**src/rtl/memory_scan_reducer.sv**
```systemverilog
// Memory scan reducer: walks a dual-read-port memory two entries per cycle,
// accumulating the unsigned sum and tracking the largest entry, then
// publishes both results together on completion.
module memory_scan_reducer #(
  parameter int unsigned N = 4,   // memory address width, depth 2^N
  parameter int unsigned M = 8,   // memory data width
  parameter int unsigned S = 12   // sum width, S >= M + N
) (
  input  logic         clk,
  input  logic         reset,      // asynchronous, active low
  input  logic         start,
  output logic [N-1:0] readAddr1,
  output logic [N-1:0] readAddr2,
  input  logic [M-1:0] readData1,
  input  logic [M-1:0] readData2,
  output logic [S-1:0] sum,
  output logic [M-1:0] maxValue,
  output logic         busy,
  output logic         done
);

  // Pair index width; a 1-bit counter is kept even for the degenerate N = 1 case.
  localparam int unsigned KW = (N > 1) ? N - 1 : 1;
  localparam logic [KW-1:0] LastK = KW'((1 << (N - 1)) - 1);

  typedef enum logic [1:0] {
    StIdle,
    StScan,
    StDone
  } state_t;

  state_t        r_state;
  state_t        w_state_next;
  logic [KW-1:0] r_k;
  logic [S-1:0]  r_acc;
  logic [M-1:0]  r_max;
  logic [S-1:0]  r_sum;
  logic [M-1:0]  r_max_value;

  logic          w_last_pair;
  logic          w_accept;
  logic [KW:0]   w_pair_base;
  logic [S-1:0]  w_acc_next;
  logic [M-1:0]  w_pair_max;
  logic [M-1:0]  w_max_next;

  assign w_last_pair = (r_state == StScan) && (r_k == LastK);
  assign w_accept    = (r_state == StIdle) && start;

  // Even address of the current pair; odd partner is the same with bit 0 set.
  assign w_pair_base = {r_k, 1'b0};
  assign readAddr1   = (r_state == StScan) ? w_pair_base[N-1:0] : '0;
  assign readAddr2   = (r_state == StScan) ? (w_pair_base[N-1:0] | N'(1)) : N'(1);

  // Running reductions including the pair currently on the read ports.
  assign w_acc_next = r_acc + S'(readData1) + S'(readData2);
  assign w_pair_max = (readData1 > readData2) ? readData1 : readData2;
  assign w_max_next = (w_pair_max > r_max) ? w_pair_max : r_max;

  assign sum      = r_sum;
  assign maxValue = r_max_value;

  // FSM state register.
  always_ff @(posedge clk or negedge reset) begin
    if (!reset) begin
      r_state <= StIdle;
    end else begin
      r_state <= w_state_next;
    end
  end

  // FSM next-state and status outputs; start outside IDLE is dropped.
  always_comb begin
    w_state_next = r_state;
    busy         = 1'b0;
    done         = 1'b0;
    unique case (r_state)
      StIdle: begin
        if (start) w_state_next = StScan;
      end
      StScan: begin
        busy = 1'b1;
        if (r_k == LastK) w_state_next = StDone;
      end
      StDone: begin
        done         = 1'b1;
        w_state_next = StIdle;
      end
      default: w_state_next = StIdle;
    endcase
  end

  // Scan datapath; published results change only on the final pair.
  always_ff @(posedge clk or negedge reset) begin
    if (!reset) begin
      r_k         <= '0;
      r_acc       <= '0;
      r_max       <= '0;
      r_sum       <= '0;
      r_max_value <= '0;
    end else if (w_accept) begin
      r_k   <= '0;
      r_acc <= '0;
      r_max <= '0;
    end else if (r_state == StScan) begin
      r_k   <= r_k + KW'(1);
      r_acc <= w_acc_next;
      r_max <= w_max_next;
      if (w_last_pair) begin
        r_sum       <= w_acc_next;
        r_max_value <= w_max_next;
      end
    end
  end

endmodule

```
**config.mk**
```make
export PLATFORM = sky130hd
export DESIGN_NAME = memory_scan_reducer
export DESIGN_NICKNAME = d
export VERILOG_FILES = /design/src/rtl/memory_scan_reducer.sv
export SDC_FILE = /design/constraint.sdc
export NUM_CORES = 1
export LEC_CHECK = 0
export ABC_AREA = 1
export BUFFER_PORTS_ARGS = -buffer_cell sky130_fd_sc_hd__buf_2
export CAP_MARGIN = 0
export CORE_MARGIN = 2
export CORE_UTILIZATION = 46
export DETAILED_ROUTE_END_ITERATION = 8
export PLACE_DENSITY = 0.65
export SLEW_MARGIN = 30
export SYNTH_ARGS = -nofsm -noshare
export SYNTH_HDL_FRONTEND = slang
export SYNTH_SLANG_ARGS = --single-unit
```
**constraint.sdc**
```tcl
create_clock -name clk -period 3.7 [get_ports clk]
set_input_delay 0.555 -clock clk [delete_from_list [all_inputs] [get_ports clk]]
set_output_delay 0.555 -clock clk [all_outputs]
set_load 0.01 [all_outputs]
```
==> Word level (Yosys, flattened, before mapping) <==
Index checks and enable logic that the tools add are counted.
Widths: inputs -> output; s select.
{ "totals": {"ff_bits": 45, "latch_bits": 0, "ram_bits": 0, "romBits": 0, "input_bits": 19, "output_inout_bits": 30, "n_memories": 0} }
{ "classes": {"n_addsub": 3, "mul": 0, "div": 0, "order_cmp": 2, "eq_ne": 5, "shift": 0, "muxes": 15, "n_bitwise": 1, "n_reduce_logical": 6} }
{ "op_table": {"columns": ["operator", "count"], "rows": [
  ["$mux 8", 4],
  ["$add 12x8->12", 2],
  ["$mux 12", 2],
  ["$gt 8x8->1", 2],
  ["$mux 4", 2],
  ["$mux 3", 2],
  ["$mux 2", 2],
  ["$pmux 2 s2", 1],
  ["$add 3x1->3 const B", 1],
  ["$eq 3x3->1 const B", 1],
  ["$reduce_and 3->1", 1],
  ["$eq 2x1->1 const B", 1],
  ["$eq 2x2->1 const B", 1],
  ["$logic_and 1x1->1", 2],
  ["$logic_not 2->1", 1],
  ["$mux 1", 2],
  ["$ne 2x1->1 const B", 1],
  ["$ne 2x2->1 const B", 1],
  ["$reduce_and 2->1", 1],
  ["$reduce_bool 2->1", 1],
  ["$not 1->1", 1]
]} }

==> Logic depth before layout (Yosys ltp) <==
{ "depth": {"word_depth": 6, "depth_mapped": 24, "mapped_depth_nobuf": 24} }

==> Worst setup path before layout <==
Ideal clock, no wire load.
{ "synth_path": {"path_type": "input to register", "start": "input port readData2[7]", "end": "register r_max_value[1], in the netlist maxValue[1]", "setup_ns": 0.066, "arrival_time_ns": 2.551, "required_ns": 3.634, "setup_slack_ns": 1.083, "path_stages": 20, "path_buffers": 0, "cell_sequence": "inv_1 -> ha_1 -> a21o_1 -> nor2_2 -> nand2_4 -> nand2_4 -> nand2_2 -> and2_1 -> ha_1 -> inv_1 -> nand2_1 -> nand2_1 -> nand2_1 -> nand2_1 -> nand2_1 -> a21oi_4 -> inv_2 -> nand2_1 -> nand3_1 -> nand2_1"} }
{ "synth_via": {"elab_chain_cells": 4} }
{ "synth_rtl": {"columns": ["item", "line", "rtl"], "rows": [
  ["start: declaration", "15", "input logic [M-1:0] readData2,"],
  ["$gt 8x8->1", "57", "assign w_pair_max = (readData1 > readData2) ? readData1 : readData2;"],
  ["$mux 8 *", "57", null],
  ["$gt 8x8->1", "58", "assign w_max_next = (w_pair_max > r_max) ? w_pair_max : r_max;"],
  ["$mux 8 *", "58", null],
  ["end signal: assignment", "111", "r_max_value <= w_max_next;"],
  ["end: declaration", "38", "logic [M-1:0] r_max_value;"]
]} }
Every way passes the cells marked *; elsewhere a longest branch is shown, timed or not.
A chain may end at the register's enable or synchronous reset.

==> Worst setup path in the final report <==
{ "layout_path": {"start": "input port readData2[1]", "end": "register r_max_value[6], in the netlist maxValue[6]"} }
Same word-level chain as after synthesis.

==> results.py <==
metrics = {
    "clocking": {
        "clock_sinks": 45,
        "hold_buffers": 0,
        "cts_tree": "yes",
        "post-cts-setup-buffers": 0,
        "cts_buffer_depth": 2,
        "numCtsBuffers": 5,
        "clockRootBuffer": "clkbuf_8",
        "clkLatencyLatePin_ns": 0.31,
        "cts_resized": 0,
        "clkTransAtPathRegs_ns": 0.09,
        "h-tree-depth": 2,
    },
    "power": {
        "sequentialPowerShare_pct": 27.9,
        "switching_share_pct": 46.87,
        "vdd_ir_drop_max_mv": 0.3780,
        "p_int_mw": 1.696,
        "p_clk_share_pct": 14.4,
        "p_per_area_nw_per_um2": 910.9,
        "p_leak_nw": 1.954,
        "p_switching_mw": 1.496,
        "combPwrFrac_pct": 57.8,
    },
    "floorplan": {
        "start_util_pct": 48.30,
        "die_area_um2": 7416,
        "die_h_um": 86.12,
        "fp-row-count": 29,
        "die-width_um": 86.12,
        "coreArea_um2": 6422,
        "io_pins": 49,
    },
    "setup_path": {
        "criticalPathCategory": "in -> reg",
        "cp_slowest_stage_delay_ns": 0.33,
        "cp-start-kind": "input port",
        "crit_path_top_delay_cell": "ha_1",
        "required_ns": 3.95,
        "worstSetupEndpointType": "flop",
        "worstPathArrival_ns": 3.07,
        "crit_chain": "buf_2, inv_1, ha_1, nand2_1, nand2_1, nand2_1, nand2_1, nand2_2, nand2_4, nand2_4, nand2_2, nand2_1, ha_1, nand2_1, inv_2, nand2_1, nand2_1, nand2_1, a21oi_4, inv_2, nand2_1, nand3_1, nand2_1",
        "cp_max_fo": 9,
        "cp_common_cell": "nand2_1",
    },
    "timing": {
        "fmax_mhz": 354.1,
        "fin_crit_ns": 2.824,
        "tns_ns": 0,
        "clock_skew_ns": 0.004914,
        "hold_violations": 0,
        "period_share_pct": 76.33,
        "grt_setup_unrepaired": "no",
        "slew_headroom_pct": 60.61,
        "slew_viol_final": 0,
        "setup_viol": 0,
        "worst_slew_pin_slew_ns": 0.5908,
    },
    "layout": {
        "post-route-cell-area_um2": 3505,
        "num_antenna_cells": 0,
        "fin_nets": 492,
        "syn_to_final_growth_pct": 12.99,
        "layout-drive-gt1-share_pct": 18.00,
    },
    "synth": {
        "synth_area_leaders": "dfrtp_1 36%, nand2_1 14%, ha_1 10%",
        "synth.top_cells.by_count": "116 x nand2_1, 52 x nand3_1, 50 x inv_1, 45 x dfrtp_1, 26 x ha_1",
        "synth_edf_count": 0,
        "syn-cell-area_um2": 3102,
        "yosysMostFrequentCell": "nand2_1",
        "netlist.area_leader.share_pct": 36.30,
        "ys_types": 32,
        "ys_seq_elements": 45,
        "synthArstFlopShare_pct": 100.0,
        "ys_seq_area_share_pct": 36.30,
        "yosysTopAreaCell": "dfrtp_1",
        "synth-main-ff-cell": "dfrtp_1",
        "syn_nets": 449,
        "syn_area_per_cell_um2": 7.852,
        "syn_inst": 395,
        "ys_warn_count": 0,
    },
    "grt": {
        "grt_use_total_pct": 20.89,
        "grt_util_met2_pct": 31.78,
        "grt.met3_usage_pct": 3.850,
        "grt_pass1_vias": 2564,
        "grt_max_degree": 46,
        "antenna_found_initial": 0,
        "gr-total-overflow": 0,
        "grt_pass1_wl_um": 12220,
        "use_met1_pct": 30.24,
        "busiest_layer": "met2",
    },
    "routing": {
        "drt_pass1_iterations": 4,
        "final_antenna_net_count": 0,
        "num_vias": 2635,
        "wl_per_cell_um": 13.82,
        "drc": 0,
        "drtIter0Drc": 115,
        "vias_per_cell": 5.107,
        "wl_um": 7129,
    },
    "min_path": {
        "hold_path_class": "in -> async",
    },
    "place": {
        "port_buffers": 46,
        "place_congestion": 0.9246,
        "dpl_cell_area_um2": 3367,
        "dp_hpwl_um": 5322,
    },
    "run_status": {
        "status": "completed",
    },
    "job": {
        "max-cap-violations": 0,
    },
}
sequential cells by signal, indices dropped and copies added (netlist names):
name / count
r_acc: 12
sum: 12
maxValue: 8
r_max: 8
r_k: 3
r_state: 2
metal layers:
metal | part of all wire [%] | up-vias
li1 | - | 1339
met1 | 51 | 1225
met2 | 44 | 61
met3 | 3.9 | 10
met4 | 1.5 | 0
met5 | 0 | -
cells by family (layout without fill, tap and decap cells):
| logic type | count (synthesis) | after routing | share of synthesized area [%] |
|---|---|---|---|
| buf+inv | 64 | 108 | 8.794 |
| xor+xnor | 3 | 3 | 0.8473 |
| simple gates | 207 | 207 | 30.38 |
| fa+ha+maj | 35 | 35 | 16.30 |
| compound gates | 39 | 39 | 7.141 |
| flops | 45 | 45 | 36.30 |
| other cells | 2 | 2 | 0.2421 |
power groups by stage:
stage / Combinational [mW] / Sequential [mW] / Clock (mW)
4_1_cts: 1.85 / 0.890 / 0.467
6_report: 1.84 / 0.890 / 0.458
5_1_grt: 2.12 / 0.921 / 0.488
2_1_floorplan: 1.32 / 0.933 / 0
3_5_place_dp: 1.84 / 0.899 / 0
3_3_place_gp: 1.80 / 0.891 / 0
cell usage in the layout, fill, tap and decap left out, types with 5 or more instances in the layout:
master    instances
nand2_1         116
dfrtp_1          45
inv_1            50
nor2_1           14
nand3_1          52
nand2_2          10
ha_1             26
clkbuf_8          5
fa_1              9
buf_2            45
o21ai_0          20
a21oi_1          12
final timing paths:
path | from | end | slack (ns) | depth (start not counted)
max in group asynchronous | reset | maxValue[2]$_DFFE_PN0P_ | 3.06 | 1
max reg2reg | r_acc[1]$_DFFE_PN0P_ | sum[7]$_DFFE_PN0P_ | 1.14 | 11
min | reset | sum[11]$_DFFE_PN0P_ | 0.24 | 1
min reg2reg | maxValue[2]$_DFFE_PN0P_ | maxValue[2]$_DFFE_PN0P_ | 0.48 | 2
min in group clk | maxValue[2]$_DFFE_PN0P_ | maxValue[2]$_DFFE_PN0P_ | 0.48 | 2
max | readData2[1] | maxValue[6]$_DFFE_PN0P_ | 0.88 | 23
critical path, delay by kind of cell:
kind                     cells  cell delay (ns)
buffers and inverters        4             0.40
AO/OA/AOI/OAI                1             0.27
adder cells (fa/ha/maj)      2             0.62
AND/OR/NAND/NOR             16             1.22
through the flow:
stage / power, mW / setup WS [ns] / utilization [%] / hold WS (ns) / instances
floorplan: 2.250 / 1.083 / - / 0.2594 / 395
global placement: 2.689 / 0.6444 / 52.39 / 0.4593 / 508
detailed placement: 2.738 / 0.5828 / 52.43 / 0.4597 / 508
CTS: 3.209 / 0.8999 / 54.57 / 0.2722 / 516
global route: 3.534 / 0.5921 / 54.57 / 0.2888 / 516
finish: 3.192 / 0.8759 / 54.57 / 0.2434 / 516
cell type report:
cell class	count	area (µm²)
clock buffer	5	68.82
clock inverter	3	68.82
fill	620	2918
inverter	53	201.4
multi-input combinational	286	1703
sequential	45	1126
tap	77	96.34
timing repair buffer	47	240.2
Note: power is estimated with default switching activity, not from simulation.
